<file path="src/rtl/operand_mux_pipe_if.sv">
// Handshake bundle for operand_mux_pipe: upstream operand/select beat in,
// selected operand with error flag out, plus the bad-select counter.
interface operand_mux_pipe_if #(
  parameter int WIDTH  = 32,
  parameter int NUM_IN = 3,
  parameter int SEL_W  = 2,
  parameter int CNT_W  = 8
);
  logic                    in_valid;
  logic                    in_ready;
  logic [SEL_W-1:0]        sel;
  logic [NUM_IN*WIDTH-1:0] in_bus;
  logic                    out_valid;
  logic                    out_ready;
  logic [WIDTH-1:0]        out_data;
  logic                    out_sel_err;
  logic [CNT_W-1:0]        err_count;

  modport master (
    output in_valid, sel, in_bus, out_ready,
    input  in_ready, out_valid, out_data, out_sel_err, err_count
  );

  modport slave (
    input  in_valid, sel, in_bus, out_ready,
    output in_ready, out_valid, out_data, out_sel_err, err_count
  );
endinterface

</file>
<file path="src/rtl/operand_mux_pipe.sv">
// N-way operand selector for the ALU datapath. Registered output stage
// with a one-entry skid so in_ready never depends combinationally on out_ready.
module operand_mux_pipe #(
  parameter int WIDTH  = 32,
  parameter int NUM_IN = 3,
  parameter int SEL_W  = 2,
  parameter int CNT_W  = 8
) (
  input logic               clk,
  input logic               rst,
  operand_mux_pipe_if.slave bus
);

  // Returns {err, data}; an out-of-range select yields zero data with err set.
  function automatic logic [WIDTH:0] pick_operand(
    input logic [SEL_W-1:0]        s,
    input logic [NUM_IN*WIDTH-1:0] ops
  );
    logic [WIDTH:0] res;
    res = {1'b1, {WIDTH{1'b0}}};
    for (int k = 0; k < NUM_IN; k++) begin
      if (32'(s) == 32'(k)) begin
        res = {1'b0, ops[k*WIDTH +: WIDTH]};
      end
    end
    return res;
  endfunction

  logic             accept_s;
  logic             emit_s;
  logic [WIDTH-1:0] pick_data_s;
  logic             pick_err_s;

  logic             main_valid_r;
  logic [WIDTH-1:0] main_data_r;
  logic             main_err_r;
  logic             skid_valid_r;
  logic [WIDTH-1:0] skid_data_r;
  logic             skid_err_r;
  logic [CNT_W-1:0] err_count_r;

  // Operand selection and handshake qualifiers.
  always_comb begin
    {pick_err_s, pick_data_s} = pick_operand(bus.sel, bus.in_bus);
    accept_s = bus.in_valid & ~skid_valid_r;
    emit_s   = main_valid_r & bus.out_ready;
  end

  // Main/skid storage: main drives the outputs, skid absorbs a beat while main stalls.
  always_ff @(posedge clk) begin
    if (rst) begin
      main_valid_r <= 1'b0;
      main_data_r  <= {WIDTH{1'b0}};
      main_err_r   <= 1'b0;
      skid_valid_r <= 1'b0;
      skid_data_r  <= {WIDTH{1'b0}};
      skid_err_r   <= 1'b0;
    end else if (!main_valid_r || (emit_s && !skid_valid_r)) begin
      if (accept_s) begin
        main_valid_r <= 1'b1;
        main_data_r  <= pick_data_s;
        main_err_r   <= pick_err_s;
      end else if (emit_s) begin
        main_valid_r <= 1'b0;
      end
    end else if (emit_s) begin
      // Skid is full here, so in_ready is low and no new beat can arrive.
      main_data_r  <= skid_data_r;
      main_err_r   <= skid_err_r;
      skid_valid_r <= 1'b0;
    end else if (accept_s) begin
      skid_valid_r <= 1'b1;
      skid_data_r  <= pick_data_s;
      skid_err_r   <= pick_err_s;
    end
  end

  // Saturating count of accepted beats carrying an out-of-range select.
  always_ff @(posedge clk) begin
    if (rst) begin
      err_count_r <= {CNT_W{1'b0}};
    end else if (accept_s && pick_err_s && (err_count_r != {CNT_W{1'b1}})) begin
      err_count_r <= err_count_r + CNT_W'(1);
    end
  end

  assign bus.in_ready    = ~skid_valid_r;
  assign bus.out_valid   = main_valid_r;
  assign bus.out_data    = main_data_r;
  assign bus.out_sel_err = main_err_r;
  assign bus.err_count   = err_count_r;

endmodule

</file>
<file path="src/flat_wrapper.sv">
// flat-port wrapper written by rule: the top's interface ports become plain ports
module operand_mux_pipe_flat 
#(
  parameter int WIDTH  = 32,
  parameter int NUM_IN = 3,
  parameter int SEL_W  = 2,
  parameter int CNT_W  = 8
)
  (clk, rst, bus_in_valid, bus_sel, bus_in_bus, bus_out_ready, bus_in_ready, bus_out_valid, bus_out_data, bus_out_sel_err, bus_err_count);
  operand_mux_pipe_if #(.WIDTH(WIDTH), .NUM_IN(NUM_IN), .SEL_W(SEL_W), .CNT_W(CNT_W)) bus_i ();
  input logic clk;
  input logic rst;
  input wire logic [$bits(bus_i.in_valid)-1:0] bus_in_valid;
  input wire logic [$bits(bus_i.sel)-1:0] bus_sel;
  input wire logic [$bits(bus_i.in_bus)-1:0] bus_in_bus;
  input wire logic [$bits(bus_i.out_ready)-1:0] bus_out_ready;
  output wire logic [$bits(bus_i.in_ready)-1:0] bus_in_ready;
  output wire logic [$bits(bus_i.out_valid)-1:0] bus_out_valid;
  output wire logic [$bits(bus_i.out_data)-1:0] bus_out_data;
  output wire logic [$bits(bus_i.out_sel_err)-1:0] bus_out_sel_err;
  output wire logic [$bits(bus_i.err_count)-1:0] bus_err_count;
  assign bus_i.in_valid = bus_in_valid;
  assign bus_i.sel = bus_sel;
  assign bus_i.in_bus = bus_in_bus;
  assign bus_i.out_ready = bus_out_ready;
  assign bus_in_ready = bus_i.in_ready;
  assign bus_out_valid = bus_i.out_valid;
  assign bus_out_data = bus_i.out_data;
  assign bus_out_sel_err = bus_i.out_sel_err;
  assign bus_err_count = bus_i.err_count;
  operand_mux_pipe #(.WIDTH(WIDTH), .NUM_IN(NUM_IN), .SEL_W(SEL_W), .CNT_W(CNT_W)) u_core (.clk(clk), .rst(rst), .bus(bus_i));
endmodule
</file>
<file path="config.mk">
export PLATFORM = sky130hd
export DESIGN_NAME = operand_mux_pipe_flat
export DESIGN_NICKNAME = d
export VERILOG_FILES = /design/src/rtl/operand_mux_pipe_if.sv /design/src/rtl/operand_mux_pipe.sv /design/src/flat_wrapper.sv
export SDC_FILE = /design/constraint.sdc
export NUM_CORES = 1
export LEC_CHECK = 0
export ABC_AREA = 1
export CAP_MARGIN = 15
export CORE_MARGIN = 2
export CORE_UTILIZATION = 40
export CTS_CLUSTER_SIZE = 14
export DETAILED_ROUTE_END_ITERATION = 8
export PLACE_DENSITY = 0.73
export SLEW_MARGIN = 10
export SYNTH_ARGS = -nofsm -noshare
export SYNTH_HDL_FRONTEND = slang
export SYNTH_SLANG_ARGS = --single-unit
</file>
<file path="constraint.sdc">
create_clock -name clk -period 1.75 [get_ports clk]
set_input_delay 0.35 -clock clk [delete_from_list [all_inputs] [get_ports clk]]
set_output_delay 0.35 -clock clk [all_outputs]
set_load 0.02 [all_outputs]
</file>
# Word level (Yosys, flattened, before mapping)
# Cells that the tools add are included.
# W data, S select, Z words.
dict set report op_classes {
  eq_ne 4
  n_reduce_logical 13
  n_mux 13
  addsub 1
  bitwise 5
}
# cell count
set ops {}
lappend ops {{$mux W33} 3}
lappend ops {{$mux W32} 3}
lappend ops {{$add A8 B1 Y8 const B} 1}
lappend ops {{$ne A8 B8 Y1 const B} 1}
lappend ops {{$mux W1} 7}
lappend ops {{$reduce_and A2 Y1} 3}
lappend ops {{$reduce_bool A2 Y1} 2}
lappend ops {{$logic_and A1 B1 Y1} 3}
lappend ops {{$not A1 Y1} 3}
lappend ops {{$reduce_and A3 Y1} 1}
lappend ops {{$and A1 B1 Y1} 2}
lappend ops {{$eq A2 B1 Y1 const B} 1}
lappend ops {{$eq A2 B2 Y1 const B} 1}
lappend ops {{$logic_not A1 Y1} 2}
lappend ops {{$logic_not A2 Y1} 1}
lappend ops {{$ne A2 B1 Y1 const B} 1}
lappend ops {{$logic_or A1 B1 Y1} 1}
dict set report word_totals {
  regBits 76
  wordCells 43
  input_bits 102
}

# Depth between registers and ports, before layout
# Gate-level depths: netlist (run 1).
dict set report logic_depth {
  ltp_word 6
  mapped_depth 8
  mapped_depth_nobuf 8
}

# Least setup slack after synthesis (run 1)
# Ideal clock, no wire load.
dict set report synth_path {
  path_kind {register to register}
  from {register u_core.err_count_r[1], in the netlist u_core.bus.err_count[1]}
  to {register u_core.err_count_r[4], in the netlist u_core.bus.err_count[4]}
  stages_incl_launch_ff 9
  arrival_ns 1.316
  slack_ns 0.301
  period_less_slack_ns 1.449
  cell_sequence {dfxtp_1 -> ha_1 -> inv_1 -> nor2_1 -> nand2_1 -> nand2_1 -> inv_2 -> nand2_1 -> a21oi_1}
}
dict set report synth_between {
  elab_chain_cells 2
  elab_cells_between_ends 3
  cone_classes {add/sub (1); eq/ne (1); reduce/logical (1)}
}
# item line
set synth_lines {}
lappend synth_lines {{start: declaration} operand_mux_pipe.sv:40} ;# logic [CNT_W-1:0] err_count_r;
lappend synth_lines {{start signal: assignment} operand_mux_pipe.sv:81} ;# err_count_r <= {CNT_W{1'b0}};
lappend synth_lines {{start signal: assignment} operand_mux_pipe.sv:83} ;# err_count_r <= err_count_r + CNT_W'(1);
lappend synth_lines {{branches (longest 2 deep; another with $add A8 B1 Y8)} --}
# Parallel ways; which one is timed is not known.
# A chain may end at the register's enable or synchronous reset.

# Worst setup path in the final report (run 1)
dict set report layout_path {
  from {register u_core.main_data_r[0], in the netlist u_core.bus.out_data[0]}
  to {output bus_out_data[0]}
}
# item line
set layout_lines {}
lappend layout_lines {{start: declaration} operand_mux_pipe.sv:35} ;# logic [WIDTH-1:0] main_data_r;
lappend layout_lines {{start signal: assignment} operand_mux_pipe.sv:53} ;# main_data_r <= {WIDTH{1'b0}};
lappend layout_lines {{start signal: assignment} operand_mux_pipe.sv:61} ;# main_data_r <= pick_data_s;
lappend layout_lines {{start signal: assignment} operand_mux_pipe.sv:68} ;# main_data_r <= skid_data_r;
lappend layout_lines {{end: declaration} flat_wrapper.sv:19} ;# output wire logic [$bits(bus_i.out_data)-1:0] bus_out_data;
# No word-level cell between the ends.

==> results of run 1 <==
-- worst min path at each step --
stage                            startpoint                      to  slack (ns)  depth (start not counted)
after floorplan           u_core.skid_err_r       u_core.skid_err_r        0.42                          2
after global placement    u_core.skid_err_r       u_core.skid_err_r        0.43                          2
after detailed placement  u_core.skid_err_r       u_core.skid_err_r        0.45                          2
after CTS                               rst  u_core.bus.out_data[3]        0.40                          4
after global routing                    rst  u_core.bus.out_data[1]        0.44                          4
final                                   rst  u_core.bus.out_data[3]        0.40                          4
-- flip-flops by register name (all words and copies together) (netlist names) --
| signal | cells |
|---|---|
| u_core.skid_err_r | 1 |
| u_core.bus.err_count | 8 |
| u_core.bus.out_sel_err | 1 |
| u_core.bus.out_valid | 1 |
| u_core.skid_valid_r | 1 |
| u_core.bus.out_data | 32 |
| u_core.skid_data_r | 32 |
-- power by group --
part | switching (W) | total [W] | internal [W] | leakage (nW)
registers | 0.0000609 | 0.00192 | 0.00186 | 0.624
clock network | 0.000676 | 0.00151 | 0.000839 | 0.105
logic | 0.000598 | 0.00117 | 0.000573 | 1.85
total | 0.00133 | 0.00460 | 0.00327 | 2.58
-- layout make-up --
type	instances	share of cell area
repair buffers	165	0.282
clock inverters	6	0.0147
inverters	79	0.0496
flip-flops and latches	76	0.255
well taps	133	0.0278
multi-input cells	458	0.348
clock buffers	10	0.0230
-- metal layers --
layer / up-vias / global-route usage
li1: 2322 / -
met2: 145 / 0.378
met5: - / 0
met4: 0 / 0.0495
met3: 13 / 0.0555
met1: 2052 / 0.279
-- metrics by stage --
| stage | cell area, µm² | std cells | util |
|---|---|---|---|
| after global routing | 5980 | 927 | 0.606 |
| after CTS | 5980 | 927 | 0.606 |
| after global placement | 5760 | 911 | 0.584 |
| after floorplan | 4090 | 652 | - |
| after detailed placement | 5760 | 911 | 0.584 |
| final | 5980 | 927 | 0.606 |
-- cell usage in the layout (no fill, tap or decap) --
| master | n |
|---|---|
| nand3_1 | 69 |
| inv_2 | 5 |
| buf_2 | 1 |
| buf_4 | 13 |
| a21oi_1 | 72 |
| dlymetal6s2s_1 | 1 |
| o21a_1 | 32 |
| dfxtp_1 | 76 |
| clkinv_2 | 1 |
| clkinvlp_4 | 3 |
| nand4_1 | 2 |
| nand2_1 | 191 |
| a21boi_4 | 1 |
| clkbuf_8 | 10 |
| nand3_2 | 1 |
| xor2_1 | 2 |
| buf_12 | 8 |
| xnor2_1 | 1 |
| ha_1 | 1 |
| inv_1 | 74 |
| o21ai_0 | 5 |
| nand2_2 | 1 |
| bufinv_16 | 2 |
| nor2_2 | 3 |
| clkdlybuf4s50_1 | 133 |
| nor3_1 | 1 |
| dlygate4sd2_1 | 9 |
| nor2_1 | 76 |
-- logic make-up (layout without fill, tap and decap cells) --
family | Yosys count | count (layout) | share of synthesized area
AOI/OAI and AO/OA | 110 | 110 | 0.158
xor gates and xnor gates | 3 | 3 | 0.00643
adders and majority gates | 1 | 1 | 0.00306
buffers and inverters | 118 | 260 | 0.118
DFF | 76 | 76 | 0.372
and+or+nand+nor | 344 | 344 | 0.342
==> reports/summary.json, run 1 <==
{
  "run_status": {"value": "complete, no violations"},
  "areaGrowthSynthToFinish": {"value": 46.3, "unit": "%"},
  "ctsHoldBuffers": {"value": 0},
  "hpwlAfterDp": {"value": 8420, "unit": "µm"},
  "ff2ff_setup_slack": {"value": 0.29, "unit": "ns"},
  "timing_worst_setup_path_type": {"value": "flip-flop to output pin"},
  "synth-edff-count": {"value": 0},
  "dr_total_vias": {"value": 4532},
  "final_antenna_net_count": {"value": 0},
  "worst_pin_slew": {"value": 0.305, "unit": "ns"},
  "total_leakage_power": {"value": 2.58, "unit": "nW"},
  "avgViaCountPerCell": {"value": 4.89},
  "cpPeakStageDelay": {"value": 0.64, "unit": "ns"},
  "post_drt_wl_per_cell": {"value": 13.1, "unit": "µm"},
  "worst_ir_drop_vdd": {"value": 0.355, "unit": "mV"},
  "cp_data_arrival_time": {"value": 1.36, "unit": "ns"},
  "fin_worst_hold_slack": {"value": 0.404, "unit": "ns"},
  "synth.net_count": {"value": 755},
  "drive_above_1_share": {"value": 0.0617},
  "gp_congestion": {"value": 0.845},
  "achievable-frequency": {"value": 585, "unit": "MHz"},
  "num_antenna_cells": {"value": 0},
  "initial_utilization": {"value": 0.414},
  "worst_skew_pair.late_latency": {"value": 0.35, "unit": "ns"},
  "netlist_area_before_placement": {"value": 4090, "unit": "µm²"},
  "overflow": {"value": 0},
  "share_of_the_cycle_needed_by_the_critical_path_after_routing": {"value": 0.976},
  "setup_repair_after_global_routing_missed_its_margin": {"value": "no"},
  "maxUsedRoutingLayer": {"value": "met4"},
  "reg2reg_launch_point": {"value": "u_core.bus.err_count[1]"},
  "htree_levels": {"value": 3},
  "die_width": {"value": 105, "unit": "µm"},
  "timing_hold_violations_final": {"value": 0},
  "grt_pass1_wl": {"value": 19900, "unit": "µm"},
  "cts_max_path_buffers": {"value": 2},
  "cp_num_cells": {"value": 1},
  "drt-met1-wl": {"value": 5480, "unit": "µm"},
  "grt_antenna_before_repair": {"value": 0},
  "drt-pass1-iter-count": {"value": 5},
  "multi_input_area": {"value": 2080, "unit": "µm²"},
  "worst_slack": {"value": 0.0416, "unit": "ns"},
  "critical_path.cell_chain": {"value": "clkdlybuf4s50_1"},
  "row_count": {"value": 36},
  "met3_length": {"value": 790, "unit": "µm"},
  "clkSlewWorstSetupHoldPaths": {"value": 0.08, "unit": "ns"},
  "ranking_of_synthesized_cells_by_area": {"value": "dfxtp_1 (37%), nand2_1 (18%), a21oi_1 (8.8%)"},
  "n_fill_cell": {"value": 871},
  "worstSetupEndpoint": {"value": "bus_out_data[0]"},
  "post_cts.resized_instances": {"value": 9},
  "yosys_most_used_dff": {"value": "dfxtp_1"},
  "syn_area_per_cell": {"value": 6.27, "unit": "µm²"},
  "synth.cells.most_frequent": {"value": "nand2_1 (191), nor2_1 (77), dfxtp_1 (76)"},
  "maxCapViolCount": {"value": 0},
  "yosysUniqueCellTypes": {"value": 22},
  "yosysWarningCount": {"value": 0},
  "timing.critical_path.buf_inv": {"value": 1},
  "synth_seq_area_share": {"value": 0.372},
  "synthCells": {"value": 652},
  "crit_family": {"value": "buffers and inverters"},
  "register_area": {"value": 1520, "unit": "µm²"},
  "setup.worst_path.end_class": {"value": "output pin"},
  "finalNetCount": {"value": 892},
  "cts_buffers": {"value": 9},
  "crit_path_start_kind": {"value": "flip-flop"},
  "clkSinkCount": {"value": 76},
  "crit_slowest_cell": {"value": "clkdlybuf4s50_1"},
  "cts_setup_buffers": {"value": 0},
  "met2RoutedLength": {"value": 5790, "unit": "µm"},
  "routed_wl": {"value": 12200, "unit": "µm"},
  "timing.critical_path.required": {"value": 1.40, "unit": "ns"},
  "ys_ff_latch": {"value": 76},
  "pwr_density_cell": {"value": 770, "unit": "nW/µm²"},
  "vias_in_the_first_global_route": {"value": 4283},
  "dp_slack": {"value": -0.121, "unit": "ns"},
  "relSlewSlack": {"value": 0.797},
  "worstRegToRegCells": {"value": 8},
  "core_outline_area": {"value": 9860, "unit": "µm²"},
  "async_reset_ff_frac": {"value": 0},
  "setup_viol": {"value": 0},
  "max_slew_violation_count": {"value": 0},
  "post-synth-top-count-cell": {"value": "nand2_1"},
  "min-delay-path-class": {"value": "input pin to flip-flop"},
  "worstPathMaxFanout": {"value": 2},
  "worstReg2RegEnd": {"value": "u_core.bus.err_count[1]"},
  "io_buffer_count": {"value": 144},
  "post-synth-top-area-cell": {"value": "dfxtp_1"},
  "drtIter0Drc": {"value": 284},
  "die_boundary_height": {"value": 105, "unit": "µm"},
  "final_period_minus_worst_setup_slack": {"value": 1.71, "unit": "ns"},
  "clockRootBuffer": {"value": "clkbuf_8"},
  "worst_setup_path_startpoint": {"value": "u_core.bus.out_data[0]"},
  "final_routed_drc_violation_total": {"value": 0},
  "floorplan.die_area": {"value": 11000, "unit": "µm²"},
  "grt_start_max_net_pins": {"value": 68},
  "io-pin-count": {"value": 145},
  "finalSetupTns": {"value": 0, "unit": "ns"},
  "tot_pwr": {"value": 0.00460, "unit": "W"},
  "groute.usage.overall": {"value": 0.220},
  "synth_top_cell_area_share": {"value": 0.372},
  "tritoncts_clock_tree": {"value": "done"},
  "clock-skew-final": {"value": 0.00915, "unit": "ns"}
}
(Power assumes the default switching activity.)
==> run 2, diff against run 1 <==
--- a/config.mk
+++ b/config.mk
@@ -9,6 +9,7 @@
 export CAP_MARGIN = 15
 export CORE_MARGIN = 2
 export CORE_UTILIZATION = 40
+export CTS_CLUSTER_DIAMETER = 30
 export CTS_CLUSTER_SIZE = 14
 export DETAILED_ROUTE_END_ITERATION = 8
 export PLACE_DENSITY = 0.73
==> results of run 2 <==
Final layout, timing and power as in run 1 (identical DEF).
